==> src/rtl/rom_load_seq.sv <==
// ROM download sequencer: buffers HPS download writes, drains them on core write slots, owns core reset.
// Optional running byte checksum enabled by ROM_LOAD_CHECKSUM_EN.
module rom_load_seq #(
  parameter int unsigned AW         = 16,
  parameter int unsigned ROM_SIZE   = 65536,
  parameter int unsigned DEPTH      = 4,
  parameter int unsigned HOLD       = 16,
  parameter logic [7:0]  CHK_EXPECT = 8'h00
) (
  input  logic          clk_sys,
  input  logic          rst_n,
  input  logic          dl_active,
  input  logic          dl_wr,
  input  logic [24:0]   dl_addr,
  input  logic [7:0]    dl_dout,
  input  logic          wr_slot,
  output logic [AW-1:0] rom_ad,
  output logic [7:0]    rom_dt,
  output logic          rom_en,
  output logic          core_rst,
  output logic          busy,
  output logic          ovf,
  output logic [7:0]    chk_sum,
  output logic          chk_ok
);

  localparam int unsigned PW = (DEPTH > 1) ? $clog2(DEPTH) : 1;
  localparam int unsigned CW = (HOLD > 1) ? $clog2(HOLD) : 1;
  localparam int unsigned EW = AW + 8;

  typedef enum logic [1:0] {ST_RUN, ST_LOAD, ST_DRAIN, ST_HOLD} state_t;

  state_t        state, state_nxt;
  logic [CW-1:0] cnt, cnt_nxt;

  logic [EW-1:0] mem [DEPTH];
  logic [PW-1:0] wr_ptr, rd_ptr;
  logic [PW:0]   count;
  logic          empty, full, push_req, push, pop;

  assign empty    = (count == '0);
  assign full     = (count == (PW+1)'(DEPTH));
  assign push_req = dl_wr & dl_active & ({7'd0, dl_addr} < 32'(ROM_SIZE));
  assign pop      = ~empty & wr_slot;
  // A push into a full FIFO survives only when the same edge frees a slot
  assign push     = push_req & (~full | pop);

  // Next-state logic; a new download always wins over draining or holding
  always_comb begin
    state_nxt = state;
    cnt_nxt   = cnt;
    case (state)
      ST_RUN:   if (dl_active) state_nxt = ST_LOAD;
      ST_LOAD:  if (!dl_active) state_nxt = ST_DRAIN;
      ST_DRAIN: begin
        if (dl_active) begin
          state_nxt = ST_LOAD;
        end else if (empty && !rom_en) begin
          state_nxt = ST_HOLD;
          cnt_nxt   = CW'(HOLD - 1);
        end
      end
      ST_HOLD: begin
        if (dl_active)        state_nxt = ST_LOAD;
        else if (cnt == '0)   state_nxt = ST_RUN;
        else                  cnt_nxt   = cnt - CW'(1);
      end
      default: state_nxt = ST_HOLD;
    endcase
  end

  always_ff @(posedge clk_sys) begin
    if (!rst_n) begin
      state    <= ST_HOLD;
      cnt      <= CW'(HOLD - 1);
      core_rst <= 1'b1;
      busy     <= 1'b1;
    end else begin
      state    <= state_nxt;
      cnt      <= cnt_nxt;
      core_rst <= (state_nxt != ST_RUN);
      busy     <= (state_nxt != ST_RUN);
    end
  end

  always_ff @(posedge clk_sys) begin
    if (rst_n && push) mem[wr_ptr] <= {dl_addr[AW-1:0], dl_dout};
  end

  // FIFO pointers and ROM write port
  always_ff @(posedge clk_sys) begin
    if (!rst_n) begin
      wr_ptr <= '0;
      rd_ptr <= '0;
      count  <= '0;
      rom_en <= 1'b0;
      rom_ad <= '0;
      rom_dt <= '0;
      ovf    <= 1'b0;
    end else begin
      rom_en <= pop;
      if (push) wr_ptr <= wr_ptr + PW'(1);
      if (pop) begin
        rd_ptr           <= rd_ptr + PW'(1);
        {rom_ad, rom_dt} <= mem[rd_ptr];
      end
      case ({push, pop})
        2'b10:   count <= count + (PW+1)'(1);
        2'b01:   count <= count - (PW+1)'(1);
        default: count <= count;
      endcase
      if (push_req && !push) ovf <= 1'b1;
    end
  end

`ifdef ROM_LOAD_CHECKSUM_EN
  logic [7:0] sum_nxt;

  // Sum restarts on every fresh entry into LOAD
  always_comb begin
    sum_nxt = chk_sum;
    if (state_nxt == ST_LOAD && state != ST_LOAD) sum_nxt = '0;
    else if (pop)                                 sum_nxt = chk_sum + mem[rd_ptr][7:0];
  end

  always_ff @(posedge clk_sys) begin
    if (!rst_n) begin
      chk_sum <= '0;
      chk_ok  <= 1'b0;
    end else begin
      chk_sum <= sum_nxt;
      chk_ok  <= (state_nxt == ST_RUN) && (sum_nxt == CHK_EXPECT);
    end
  end
`else
  logic [7:0] unused_chk;

  assign unused_chk = CHK_EXPECT;
  assign chk_sum    = '0;
  assign chk_ok     = 1'b1;
`endif

endmodule

==> config.mk <==
export PLATFORM = sky130hd
export DESIGN_NAME = rom_load_seq
export DESIGN_NICKNAME = d
export VERILOG_FILES = /design/src/rtl/rom_load_seq.sv
export SDC_FILE = /design/constraint.sdc
export NUM_CORES = 1
export LEC_CHECK = 0
export BUFFER_PORTS_ARGS = -buffer_cell sky130_fd_sc_hd__clkbuf_2
export CAP_MARGIN = 10
export CORE_MARGIN = 2
export CORE_UTILIZATION = 55
export DETAILED_ROUTE_END_ITERATION = 10
export GPL_TIMING_DRIVEN = 0
export PLACE_DENSITY = 0.85
export SYNTH_ARGS = -nofsm -noshare
export SYNTH_HDL_FRONTEND = slang
export SYNTH_SLANG_ARGS = --single-unit
==> constraint.sdc <==
create_clock -name clk_sys -period 2.7 [get_ports clk_sys]
set_input_delay 0.135 -clock clk_sys [delete_from_list [all_inputs] [get_ports clk_sys]]
set_output_delay 0.135 -clock clk_sys [all_outputs]
set_load 0.02 [all_outputs]
==> results.py <==
metrics = {
    "power_and_ir_drop": {
        "p_leak_nw": 2.38,
        "finalPower_mw": 4.45,
        "power_density_nw_per_um2": 666,
        "irDropWorstVdd_mv": 0.436,
    },
    "cts": {
        "cts.sinks": 136,
        "cts-root-buf": "clkbuf_8",
        "tritoncts": "yes",
        "clockBufferDepth": 2,
        "numCtsBuffers": 17,
        "cts.htree.levels": 4,
        "clk_latency_ns": 0.51,
        "clkTransAtPathRegs_ns": 0.06,
    },
    "sta": {
        "min_period_ns": 2.53,
        "finalMaxSlewViolations": 0,
        "slew_headroom_pct": 47.5,
        "finalSetupViolations": 0,
        "min_period_over_period_pct": 93.7,
        "fin_skew_ns": 0.0119,
        "rsz0062_at_grt": "no",
        "tightest_slew_ns": 0.777,
        "max_freq_ghz": 0.395,
        "layout_setup_ws_ns": 0.170,
        "final_hold_viol_count": 0,
        "setup_tns_ns": 0,
        "whs_ns": 0.0446,
    },
    "global_route": {
        "antenna_found_initial": 0,
        "grt.overflow.total": 0,
        "grt_pass1_vias": 3421,
        "grtUsageTotal_pct": 22.1,
        "grt_pass1_wl_mm": 16.8,
        "grt_max_degree": 25,
    },
    "synth": {
        "async_reset_ff_share_pct": 0,
        "seq_area_frac_synth_pct": 69.7,
        "syn_avg_cell_area_um2": 15.2,
        "ys_ff_latch": 136,
        "yosys.cell_types.count": 47,
        "synth_warnings": 0,
        "yosys_most_used_dff": "edfxtp_1",
        "synth_edf_count": 96,
        "syn_inst": 347,
        "netlist_area_um2": 5290,
    },
    "cells_and_area": {
        "nFillCells": 569,
        "fin_nets": 512,
        "fin_area_um2": 6680,
        "postLayoutCoreUtil_pct": 71.9,
        "stdcell_count": 610,
        "diodes": 0,
        "area_growth_pct": 26.3,
        "drive_above_1_share_pct": 31.0,
    },
    "run": {
        "drv_cap": 0,
    },
    "setup_path": {
        "path_buf_inv": 3,
        "crit_type": "reg -> reg",
        "slowest_stage": "fa_1",
        "crit_chain": "or2_2 -> o21ai_1 -> buf_4 -> clkbuf_4 -> nor2_1 -> fa_1 -> inv_1 -> nand3_1 -> o21a_1 -> o311ai_2",
        "critical_path.max_stage_delay_ns": 0.41,
        "crit_cells": 10,
        "path_delay_family": "compound AO/OA/AOI/OAI gates",
        "worst-path-max-fanout": 10,
        "start_kind": "flip-flop",
        "worstSetupEndpointType": "flip-flop",
        "worstRegToRegCells": 10,
        "crit_arrival_ns": 2.95,
        "cp_data_required_time_ns": 3.12,
    },
    "detailed_routing": {
        "dr.pass1.iters": 5,
        "drt_iter0_drc": 201,
        "detail_route.wl_per_cell_um": 17.8,
        "vias": 3334,
        "drc_errors": 0,
        "drt-total-wl_mm": 10.9,
        "drtAntennaViolNets": 0,
        "viasPerCell": 5.47,
    },
    "floorplan": {
        "start_util_pct": 56.9,
        "fp.dieH_um": 102,
        "io_pins": 75,
        "core_um2": 9280,
        "dieArea_um2": 10400,
        "die_x_um": 102,
        "rows": 35,
    },
    "placement": {
        "portBuffers": 65,
        "dp_hpwl_mm": 6.45,
        "place_ws_ns": -0.122,
        "dp_cells": 548,
        "place_area_um2": 5800,
        "globalplace.congestion": 0.849,
    },
    "worst_hold_path": {
        "hold_path_class": "in -> reg",
        "whs_path_depth": 3,
    },
    "outcome": {
        "status": "completed",
    },
}
cell usage after synthesis (all sizes together) (2+ instances only):
cell type / n / area share, %
nor2: 10 / 0.71
xnor2: 2 / 0.33
nand2b: 2 / 0.24
nor3: 2 / 0.28
and3: 4 / 0.47
clkbuf: 7 / 0.50
o311ai: 3 / 0.64
a21oi: 25 / 2.4
edfxtp: 96 / 55
nor4: 2 / 0.52
nand4: 5 / 0.59
nand3: 9 / 0.85
buf: 19 / 2.2
or3: 2 / 0.24
or4: 4 / 0.64
mux4: 24 / 10
inv: 8 / 0.57
ha: 5 / 1.2
o21ai: 3 / 0.28
nand2: 54 / 3.8
conb: 2 / 0.14
dfxtp: 40 / 15
worst reg2reg max path, cell delays in order, from the launching register on:
cell      delay [ns]
dfxtp_2         0.36
or2_2           0.36
o21ai_1         0.22
buf_4           0.21
clkbuf_4        0.23
nor2_1          0.07
fa_1            0.41
inv_1           0.10
nand3_1         0.08
o21a_1          0.19
o311ai_2        0.21
final cells by class:
type	count	area, um^2	area share, %
Sequential cell	136	3690	55.2
Multi-Input combinational cell	184	1460	21.8
Timing Repair Buffer	95	658	9.86
Clock buffer	22	464	6.95
Tap cell	129	161	2.42
Buffer	26	148	2.21
Clock inverter	10	71.3	1.07
Inverter	8	30.0	0.450
sequential cells by signal (all words and copies together) (netlist names), 2 cells and up:
signal	count
rom_dt	8
count	3
mem	96
wr_ptr	2
state	2
rom_ad	16
rd_ptr	2
cnt	4
metal layers:
layer  global-route usage [%]  part of all wire, %  vias up
met2                     38.9                   54      144
met1                     25.8                   39     1628
met5                        0                    0        -
met3                     6.16                  5.9       20
met4                     8.31                  1.7        0
li1                         -                    -     1542
worst paths after layout:
| path | endpoint | slack (ns) | startpoint |
|---|---|---|---|
| hold reg to reg | rom_ad[8]$_SDFFE_PN0P_ | 0.46 | rom_ad[8]$_SDFFE_PN0P_ |
| setup / recovery | count[2]$_SDFFE_PN0P_ | 0.17 | count[1]$_SDFFE_PN0P_ |
| hold / removal | count[0]$_SDFFE_PN0P_ | 0.04 | wr_slot |
| setup reg to reg | count[2]$_SDFFE_PN0P_ | 0.17 | count[1]$_SDFFE_PN0P_ |
where the power goes:
part	total, mW	leakage, nW	internal (mW)	switching (mW)
Clock	2.07	0.264	1.21	0.857
Combinational	0.142	0.932	0.0674	0.0748
Sequential	2.24	1.19	2.23	0.00326
Total	4.45	2.38	3.51	0.935
logic make-up (layout without fill, tap and decap cells):
logic type      count (synthesis)  in the layout  share of synthesized area (%)
other cells                     2              9                          0.142
mux                            26             26                           10.6
buf+inv                        34            161                           3.27
compound gates                 39             39                           4.64
xor+xnor                        3              3                          0.497
flops                         136            136                           69.7
fa+ha+maj                       6              6                           1.56
simple gates                  101            101                           9.59
what timing repair did:
| item | in CTS | in global routing |
|---|---|---|
| hold buffers | 26 | 0 |
| buffers inserted | 0 | 0 |
| endpoints found under the setup margin | 0 | 2 |
| endpoints found under the hold margin | 101 | 0 |
| gates resized for setup | 0 | 6 |
cell usage in the layout (no fill, tap or decap), types with 2 or more instances in the layout:
cell	n
a21oi_1	25
and3_1	4
buf_1	3
buf_2	4
buf_4	11
buf_8	3
clkbuf_1	10
clkbuf_16	17
clkbuf_2	65
clkbuf_8	2
clkinv_2	4
clkinv_4	4
conb_1	9
dfxtp_1	38
dfxtp_2	2
dlygate4sd3_1	26
edfxtp_1	96
ha_1	5
inv_1	8
mux4_2	24
nand2_1	54
nand2b_1	2
nand3_1	9
nand4_1	5
nor2_1	10
o21ai_0	2
o311ai_0	2
or3_1	2
or4_1	3
xnor2_1	2
No activity file was read; power rests on OpenSTA's default activity.
